<file path="config.mk">
export PLATFORM = sky130hd
export DESIGN_NAME = bram_fifo_ctrl
export DESIGN_NICKNAME = d
export VERILOG_FILES = /design/src/rtl/bram_fifo_ctrl_pkg.sv /design/src/rtl/fifo_out_buffer.sv /design/src/rtl/bram_fifo_ctrl.sv
export SDC_FILE = /design/constraint.sdc
export NUM_CORES = 1
export LEC_CHECK = 0
export ABC_AREA = 1
export CORE_ASPECT_RATIO = 1.25
export CORE_UTILIZATION = 50
export CTS_CLUSTER_DIAMETER = 200
export DETAILED_ROUTE_END_ITERATION = 8
export PLACE_DENSITY = 0.82
export SLEW_MARGIN = 30
export SYNTH_ARGS = -nofsm -noshare
export SYNTH_HDL_FRONTEND = slang
export SYNTH_SLANG_ARGS = --single-unit
export TNS_END_PERCENT = 30
</file>
<file path="constraint.sdc">
create_clock -name clk -period 2.9 [get_ports clk]
set_input_delay 0.435 -clock clk [delete_from_list [all_inputs] [get_ports clk]]
set_output_delay 0.435 -clock clk [all_outputs]
set_load 0.03 [all_outputs]
</file>
<file path="src/rtl/bram_fifo_ctrl_pkg.sv">
// Shared widths and output-buffer constants for the BRAM-backed FIFO controller.
package bram_fifo_ctrl_pkg;
    localparam int ADDR_WIDTH_DEF = 11;
    localparam int DATA_WIDTH_DEF = 8;
    localparam int OBUF_DEPTH     = 3;

    localparam logic [1:0] OBUF_LAST  = 2'(OBUF_DEPTH - 1);
    localparam logic [2:0] OBUF_SLOTS = 3'(OBUF_DEPTH);

    function automatic logic [1:0] obuf_idx_inc(input logic [1:0] idx);
        return (idx == OBUF_LAST) ? 2'd0 : idx + 2'd1;
    endfunction
endpackage

</file>
<file path="src/rtl/fifo_out_buffer.sv">
// Three-entry register FIFO with first-word-fall-through head; absorbs the RAM read latency.
module fifo_out_buffer
    import bram_fifo_ctrl_pkg::*;
#(
    parameter int DATA_WIDTH = DATA_WIDTH_DEF
) (
    input  logic                  clk,
    input  logic                  reset,
    input  logic                  push,
    input  logic [DATA_WIDTH-1:0] din,
    input  logic                  pop,
    output logic [DATA_WIDTH-1:0] dout,
    output logic [1:0]            buf_count
);
    logic [DATA_WIDTH-1:0] mem_p2 [OBUF_DEPTH];
    logic [1:0]            wr_idx;
    logic [1:0]            rd_idx;
    logic                  pop_ok;

    assign pop_ok = pop && (buf_count != 2'd0);

    always_ff @(posedge clk) begin
        if (reset) begin
            wr_idx    <= 2'd0;
            rd_idx    <= 2'd0;
            buf_count <= 2'd0;
        end else begin
            if (push)
                wr_idx <= obuf_idx_inc(wr_idx);
            if (pop_ok)
                rd_idx <= obuf_idx_inc(rd_idx);
            case ({push, pop_ok})
                2'b10:   buf_count <= buf_count + 2'd1;
                2'b01:   buf_count <= buf_count - 2'd1;
                default: buf_count <= buf_count;
            endcase
        end
    end

    // Stage p2: buffered words; storage itself is never reset.
    always_ff @(posedge clk) begin
        if (push)
            mem_p2[wr_idx] <= din;
    end

    // Head is forced to zero when empty so reset and idle states read as 0.
    assign dout = (buf_count != 2'd0) ? mem_p2[rd_idx] : '0;
endmodule

</file>
<file path="src/rtl/bram_fifo_ctrl.sv">
// FIFO controller using an external dual-port BRAM as storage, presenting a FWFT output stream.
module bram_fifo_ctrl
    import bram_fifo_ctrl_pkg::*;
#(
    parameter int ADDR_WIDTH = ADDR_WIDTH_DEF,
    parameter int DATA_WIDTH = DATA_WIDTH_DEF
) (
    input  logic                  clk,
    input  logic                  reset,
    input  logic [DATA_WIDTH-1:0] in_data,
    input  logic                  in_valid,
    output logic                  in_ready,
    output logic [DATA_WIDTH-1:0] out_data,
    output logic                  out_valid,
    input  logic                  out_ready,
    output logic [ADDR_WIDTH:0]   count,
    output logic                  ram_we,
    output logic [ADDR_WIDTH-1:0] ram_a,
    output logic [DATA_WIDTH-1:0] ram_di,
    output logic [ADDR_WIDTH-1:0] ram_dpra,
    input  logic [DATA_WIDTH-1:0] ram_dpo
);
    localparam logic [ADDR_WIDTH:0] FULL = {1'b1, {ADDR_WIDTH{1'b0}}};

    logic [ADDR_WIDTH-1:0] wr_ptr;
    logic [ADDR_WIDTH-1:0] rd_ptr;
    logic [ADDR_WIDTH:0]   ram_count;
    logic                  dpo_vld_p1;
    logic [1:0]            buf_count;
    logic [2:0]            credit;
    logic                  push;
    logic                  pop;
    logic                  rd_issue;

    assign in_ready = !reset && (count != FULL);
    assign push     = in_valid && in_ready;
    assign pop      = out_valid && out_ready;

    assign ram_we   = push;
    assign ram_a    = wr_ptr;
    assign ram_di   = in_data;
    assign ram_dpra = rd_ptr;

    // Stage p0: issue a read only when the buffer can take every word already in flight.
    assign credit   = {1'b0, buf_count} + {2'b00, dpo_vld_p1};
    assign rd_issue = (ram_count != '0) && (credit < OBUF_SLOTS);

    always_ff @(posedge clk) begin
        if (reset) begin
            wr_ptr     <= '0;
            rd_ptr     <= '0;
            ram_count  <= '0;
            count      <= '0;
            dpo_vld_p1 <= 1'b0;
        end else begin
            if (push)
                wr_ptr <= wr_ptr + 1'b1;
            if (rd_issue)
                rd_ptr <= rd_ptr + 1'b1;
            case ({push, rd_issue})
                2'b10:   ram_count <= ram_count + 1'b1;
                2'b01:   ram_count <= ram_count - 1'b1;
                default: ram_count <= ram_count;
            endcase
            case ({push, pop})
                2'b10:   count <= count + 1'b1;
                2'b01:   count <= count - 1'b1;
                default: count <= count;
            endcase
            dpo_vld_p1 <= rd_issue;
        end
    end

    // Stage p1 -> p2: the RAM's registered read word enters the output buffer.
    fifo_out_buffer #(
        .DATA_WIDTH (DATA_WIDTH)
    ) u_out_buffer (
        .clk       (clk),
        .reset     (reset),
        .push      (dpo_vld_p1),
        .din       (ram_dpo),
        .pop       (pop),
        .dout      (out_data),
        .buf_count (buf_count)
    );

    assign out_valid = (buf_count != 2'd0);
endmodule

</file>
## After elaboration in Yosys (flattened, before gate mapping)

Memories as Yosys holds them, arrays and structs flattened. A register that Yosys moved wholly into a read port is not among the register bits.
Index checks and enable logic that the tools add are counted.

| word-level totals | value |
|---|---|
| output and inout port bits | 53 |
| memories | 1 |
| register bits after elaboration | 53 |
| bits in writable memories | 24 |
| input port bits | 20 |
| logic and storage cells | 51 |

Memory list:

| name | depth | width | read ports | clocked after Yosys merged registers in | wr ports | line | text |
|---|---|---|---|---|---|---|---|
| u_out_buffer.mem_p2 | 3 | 8 | 1 | 1 | 1 | fifo_out_buffer.sv:15 | `logic [DATA_WIDTH-1:0] mem_p2 [OBUF_DEPTH];` |

| cells by class | value |
|---|---|
| $add $sub $neg | 11 |
| $lt $le $gt $ge | 1 |
| eq/ne operators | 9 |
| reductions and logical operators | 11 |
| mux-type cells | 10 |

Operators with widths:

| kind | count |
|---|---|
| case mux 12 bit (2 select lines) | 2 |
| adder 12 x 1 -> 12 bit (second input constant) | 2 |
| subtractor 12 x 1 -> 12 bit (second input constant) | 2 |
| adder 11 x 1 -> 11 bit (second input constant) | 2 |
| != test 12 bit (second input constant) | 1 |
| nonzero test 12 bit | 1 |
| == test 2 bit (second input constant) | 5 |
| 2-to-1 mux 2 bit | 4 |
| 2-to-1 mux 8 bit | 1 |
| nonzero test 2 bit | 4 |
| adder 2 x 1 -> 2 bit (second input constant) | 3 |
| == test 2 x 1 -> 1 bit (second input constant) | 3 |
| logical AND 1 bit | 5 |
| case mux 2 bit (2 select lines) | 1 |
| adder 2 x 1 -> 3 bit | 1 |
| less-than comparator 3 x 2 -> 1 bit (second input constant) | 1 |
| 2-to-1 mux 1 bit | 2 |
| subtractor 2 x 1 -> 2 bit (second input constant) | 1 |
| zero test 1 bit | 1 |

## Depth between registers and ports, before layout

| logic depth | value |
|---|---|
| word-level depth | 5 |
| mapped depth | 19 |
| depth with buffers taken out | 18 |

## Cells and area by module

From an unflattened synthesis, not the netlist that was laid out.

| unflattened totals | value |
|---|---|
| cell total of the unflattened synthesis | 696 |
| area, all modules | 4942.2 um^2 |

By module, submodules not included:

| module | sequential area each (um^2) | cells each | area each (um^2) | times used |
|---|---|---|---|---|
| bram_fifo_ctrl | 940.9 | 566 | 3592.2 | 1 |
| fifo_out_buffer | 880.8 | 130 | 1350.0 | 1 |

## Worst setup path before layout

OpenSTA, ideal clock, no wires.

| path | value |
|---|---|
| path kind | register to register |
| start point | reg u_out_buffer.buf_count[0] |
| end point | reg ram_count[7] |
| cell stages (with the launch flop) | 17 |
| setup time | 0.109 ns |
| data arrival time | 2.674 ns |
| data required time | 2.791 ns |
| slack | 0.117 ns |
| buffers on the path | 1 |
| clock period less this slack | 2.783 ns |
| cell sequence | dfxtp_1 -> ha_1 -> ha_1 -> a21oi_1 -> nand2_4 -> inv_2 -> buf_6 -> ha_1 -> ha_1 -> nand2_1 -> nand3_1 -> nand2_1 -> nand2_1 -> xnor2_1 -> nand2_1 -> nand2_1 -> inv_1 |

| on the way | value |
|---|---|
| cells in the longest elaborated chain, start to end | 5 |
| elaborated cells on any way between the ends | 7 |
| classes of those cells | add/sub (1); order compare (1); eq/ne (2); mux (1); reduce/logical (2) |

RTL lines:

| element | line | text |
|---|---|---|
| start, declared | fifo_out_buffer.sv:13 | `output logic [1:0] buf_count` |
| start signal, assigned | fifo_out_buffer.sv:33 | `2'b10: buf_count <= buf_count + 2'd1;` |
| start signal, assigned | fifo_out_buffer.sv:34 | `2'b01: buf_count <= buf_count - 2'd1;` |
| start signal, assigned | fifo_out_buffer.sv:35 | `default: buf_count <= buf_count;` |
| adder 2 x 1 -> 3 bit * | bram_fifo_ctrl.sv:45 | `assign credit = {1'b0, buf_count} + {2'b00, dpo_vld_p1};` |
| less-than comparator 3 x 2 -> 1 bit * | bram_fifo_ctrl.sv:46 | `assign rd_issue = (ram_count != '0) && (credit < OBUF_SLOTS);` |
| logical AND 1 bit * | bram_fifo_ctrl.sv:46 |  |
| named net rd_issue | bram_fifo_ctrl.sv:33 | `logic rd_issue;` |
| == test 2 x 1 -> 1 bit / == test 2 bit (equally long branches) | bram_fifo_ctrl.sv:60 | `case ({push, rd_issue})` |
| case mux 12 bit (2 select lines) / nonzero test 2 bit (equally long branches) | n/a |  |
| end signal, assigned | bram_fifo_ctrl.sv:61 | `2'b10: ram_count <= ram_count + 1'b1;` |
| end signal, assigned | bram_fifo_ctrl.sv:62 | `2'b01: ram_count <= ram_count - 1'b1;` |
| end signal, assigned | bram_fifo_ctrl.sv:63 | `default: ram_count <= ram_count;` |
| end, declared | bram_fifo_ctrl.sv:27 | `logic [ADDR_WIDTH:0] ram_count;` |

Mark *: on every way through the listed nets, which the timed path passes. The rest lies on a longest branch.
A chain may end at the register's enable or synchronous reset.

## Final worst setup path

| path | value |
|---|---|
| start point | reg count[3] |
| end point | out ram_we |

| on the way | value |
|---|---|
| cells in the longest elaborated chain, start to end | 3 |

RTL lines:

| element | line | text |
|---|---|---|
| start, declared | bram_fifo_ctrl.sv:16 | `output logic [ADDR_WIDTH:0] count,` |
| start signal, assigned | bram_fifo_ctrl.sv:66 | `2'b10: count <= count + 1'b1;` |
| start signal, assigned | bram_fifo_ctrl.sv:67 | `2'b01: count <= count - 1'b1;` |
| start signal, assigned | bram_fifo_ctrl.sv:68 | `default: count <= count;` |
| != test 12 bit | bram_fifo_ctrl.sv:35 | `assign in_ready = !reset && (count != FULL);` |
| logical AND 1 bit | bram_fifo_ctrl.sv:35 |  |
| logical AND 1 bit | bram_fifo_ctrl.sv:36 | `assign push = in_valid && in_ready;` |
| end, declared | bram_fifo_ctrl.sv:17 | `output logic ram_we,` |

Every way passes these cells.

==> out/summary.txt <==
DRC Markers -> 0
Antenna diode count -> 0
Post-synth top area share -> 22.19%
Die area -> 0.01033 mm2
Hold Path Class -> reg2reg
CTS buffer count -> 9
Post-CTS sizing -> 0
Outcome -> finished clean
Std-Cell Rows -> 40
CP max FO -> 12
Critical Path Source Type -> flip-flop
Synth cell types -> 38
DP HPWL -> 7873 um
Sequential area share after synthesis -> 36.72%
Top post-synthesis cells by area -> dfxtp_1, edfxtp_1, nand2_1, inv_1, ha_1
Mapped Area -> 0.004961 mm2
Asr flop ratio synth -> 0%
Hold Vio Cnt, Final -> 0
Post-Syn Nets -> 719
Vias in the first global route -> 4,211
Worst EP required -> 2.47 ns
Placement Setup Slack -> 0.04691 ns
Worst-path clk slew -> 0.06 ns
Synth area leader -> dfxtp_1
Setup TNS -> 0 ns
Slew Viols, Final -> 0
Boundary Pins -> 73
VDD IR-drop max -> 0.7137 mV
Gate count of the mapped netlist -> 670
RSZ-0062 raised after global routing -> false
Crit path DAT -> 2.23 ns
PortBufs -> 56
Commonest register cell after synthesis -> dfxtp_1
Endpoints failing setup -> 0
GRT overflow -> 0
DIE HEIGHT -> 113.4 um
Via count -> 4,434
Mapped Avg Cell Area -> 7.404 um2
Initial antenna violation count -> 0
ANT nets after route -> 0
Starting DRC count in detailed routing -> 183
Tcrit/Tclk final -> 91.80%
GRT Total Usage -> 22.40%
Cts hold-fix bufs -> 0
DR pass1 iterations -> 4
Largest net degree at the start of global routing -> 45
H-tree depth -> 3
Synth Register Bits -> 79
Final nets -> 774
Routability cong. -> 0.9737
Die W -> 91.10 um
Synth Warn # -> 0
Achievable Freq -> 375.6 MHz
Cell Pwr Density -> 1141 mW/mm2
Starting Density -> 51.63%
Slew HR -> 61.04%
Number of max-cap violations -> 0
First-pass GRT wire length -> 18,620 um
Clock root buffer -> clkbuf_16
WL final -> 11,070 um
Worst Tran Pin Value -> 0.5844 ns
Clk_lat worst skew -> 0.34 ns
Worst setup EP type -> output port
Area delta synth->final -> 19.47%
TritonCTS clock tree -> done
Core area -> 0.009609 mm2
Crit path kind -> reg2out
Slack of the critical path -> 0.2378 ns
DR WL/cell -> 12.93 um
Post-CTS setup buffer count -> 0
Tmin final -> 2.662 ns
Vias per cell -> 5.180
Leakage power -> 2.824 nW
Clk_skew -> 0.008367 ns
Layout cells sized above 1 -> 10.96%
Clock Sink Count -> 79
Clock Tree Buf Depth -> 2
Post-synth EDFFs -> 24
sequential cells by signal (all words and copies together) (netlist names), named ones only:
name,cells
ram_count,12
count,12
ram_dpra,11
ram_a,11
dpo_vld_p1,1
u_out_buffer.rd_idx,2
u_out_buffer.wr_idx,2
u_out_buffer.buf_count,2
u_out_buffer.mem_p2,24
placed cells by master, fill, tap and decap left out, drive strengths merged:
cell type / instances
a211oi: 1
a21o: 1
a21oi: 59
buf: 12
bufinv: 2
clkbuf: 11
clkdlybuf4s50: 55
clkinv: 3
dfxtp: 55
edfxtp: 24
fa: 2
ha: 27
inv: 117
mux2: 8
nand2: 175
nand3: 47
nand3b: 1
nand4: 12
nor2: 56
nor3: 9
o211a: 1
o21ai: 22
or2: 2
xnor2: 9
xor2: 19
through the flow:
stage / util [%] / area (um2) / hold slack (ns) / instances / total power [mW]
2_1_floorplan: - / 4961 / 0.4575 / 670 / 4.528
6_report: 61.68 / 5927 / 0.5033 / 856 / 6.760
3_5_place_dp: 58.28 / 5600 / 0.4922 / 840 / 5.489
3_3_place_gp: 58.28 / 5600 / 0.4639 / 840 / 5.353
4_1_cts: 61.56 / 5916 / 0.5017 / 856 / 6.743
5_1_grt: 61.68 / 5927 / 0.5221 / 856 / 7.311
Yosys cell counts, types with 2 or more instances:
cell type	n
nor3_1	4
a21oi_2	15
a21oi_1	44
nand3_1	45
nand2_2	12
o21ai_0	22
inv_1	114
buf_2	4
ha_1	27
mux2_2	8
dfxtp_1	55
fa_1	2
xor2_1	19
buf_4	8
nand4_1	12
inv_2	3
nor2_1	52
edfxtp_1	24
nand2_1	162
nor3_2	4
xnor2_1	9
nor2_2	3
clkbuf_1	7
critical path, stage by stage, from the launching register on:
cell and delay (ns):
dfxtp_1 0.41, nor2_1 0.07, nand3_1 0.08, nor2_2 0.05, nand2_2 0.13, nand3_4 0.10
buf_4 0.19, inv_2 0.15, clkdlybuf4s50_1 0.70
logic make-up (layout without fill, tap and decap cells):
logic type                 Yosys count  count (layout)  share of synthesized area [%]
AOI/OAI and AO/OA                   84              84                          9.811
xor gates and xnor gates            28              28                          4.943
adders and majority gates           29              29                          7.617
buffers and inverters              140             200                          12.01
DFF                                 79              79                          36.72
muxes                                8               8                          1.816
and+or+nand+nor                    302             302                          27.09
layer usage:
layer | track usage, % | wire length [um]
met1 | 25.75 | 4524
met2 | 40.66 | 5813
met4 | 9.312 | 209
met5 | 0 | 0
met3 | 4.167 | 524
layout make-up:
cell class / instances / area, um2
Timing Repair Buffer: 67 / 638.1
Fill cell: 842 / 3682
Tap cell: 126 / 157.7
Clock buffer: 11 / 232.7
Inverter: 117 / 439.2
Multi-Input combinational cell: 451 / 2555
Clock inverter: 5 / 82.58
Sequential cell: 79 / 1822
power by group:
part | switching (mW) | total (mW) | leakage, nW | internal [mW]
registers | 0.262 | 1.70 | 0.673 | 1.43
clock network | 0.444 | 1.20 | 0.154 | 0.756
logic | 2.39 | 3.86 | 2.00 | 1.48
worst paths after layout:
| check | cells past startpoint | slack, ns | to | start |
|---|---|---|---|---|
| worst min-delay path | 2 | 0.50 | u_out_buffer.wr_idx[1]$_SDFFE_PP0P_ | u_out_buffer.wr_idx[1]$_SDFFE_PP0P_ |
| worst max-delay path | 8 | 0.24 | ram_we | count[3]$_SDFFE_PP0P_ |
| worst min register to register | 2 | 0.50 | u_out_buffer.wr_idx[1]$_SDFFE_PP0P_ | u_out_buffer.wr_idx[1]$_SDFFE_PP0P_ |
| worst max register to register | 16 | 0.24 | ram_count[5]$_SDFFE_PP0P_ | dpo_vld_p1$_SDFF_PP0_ |
(Power assumes the default switching activity.)
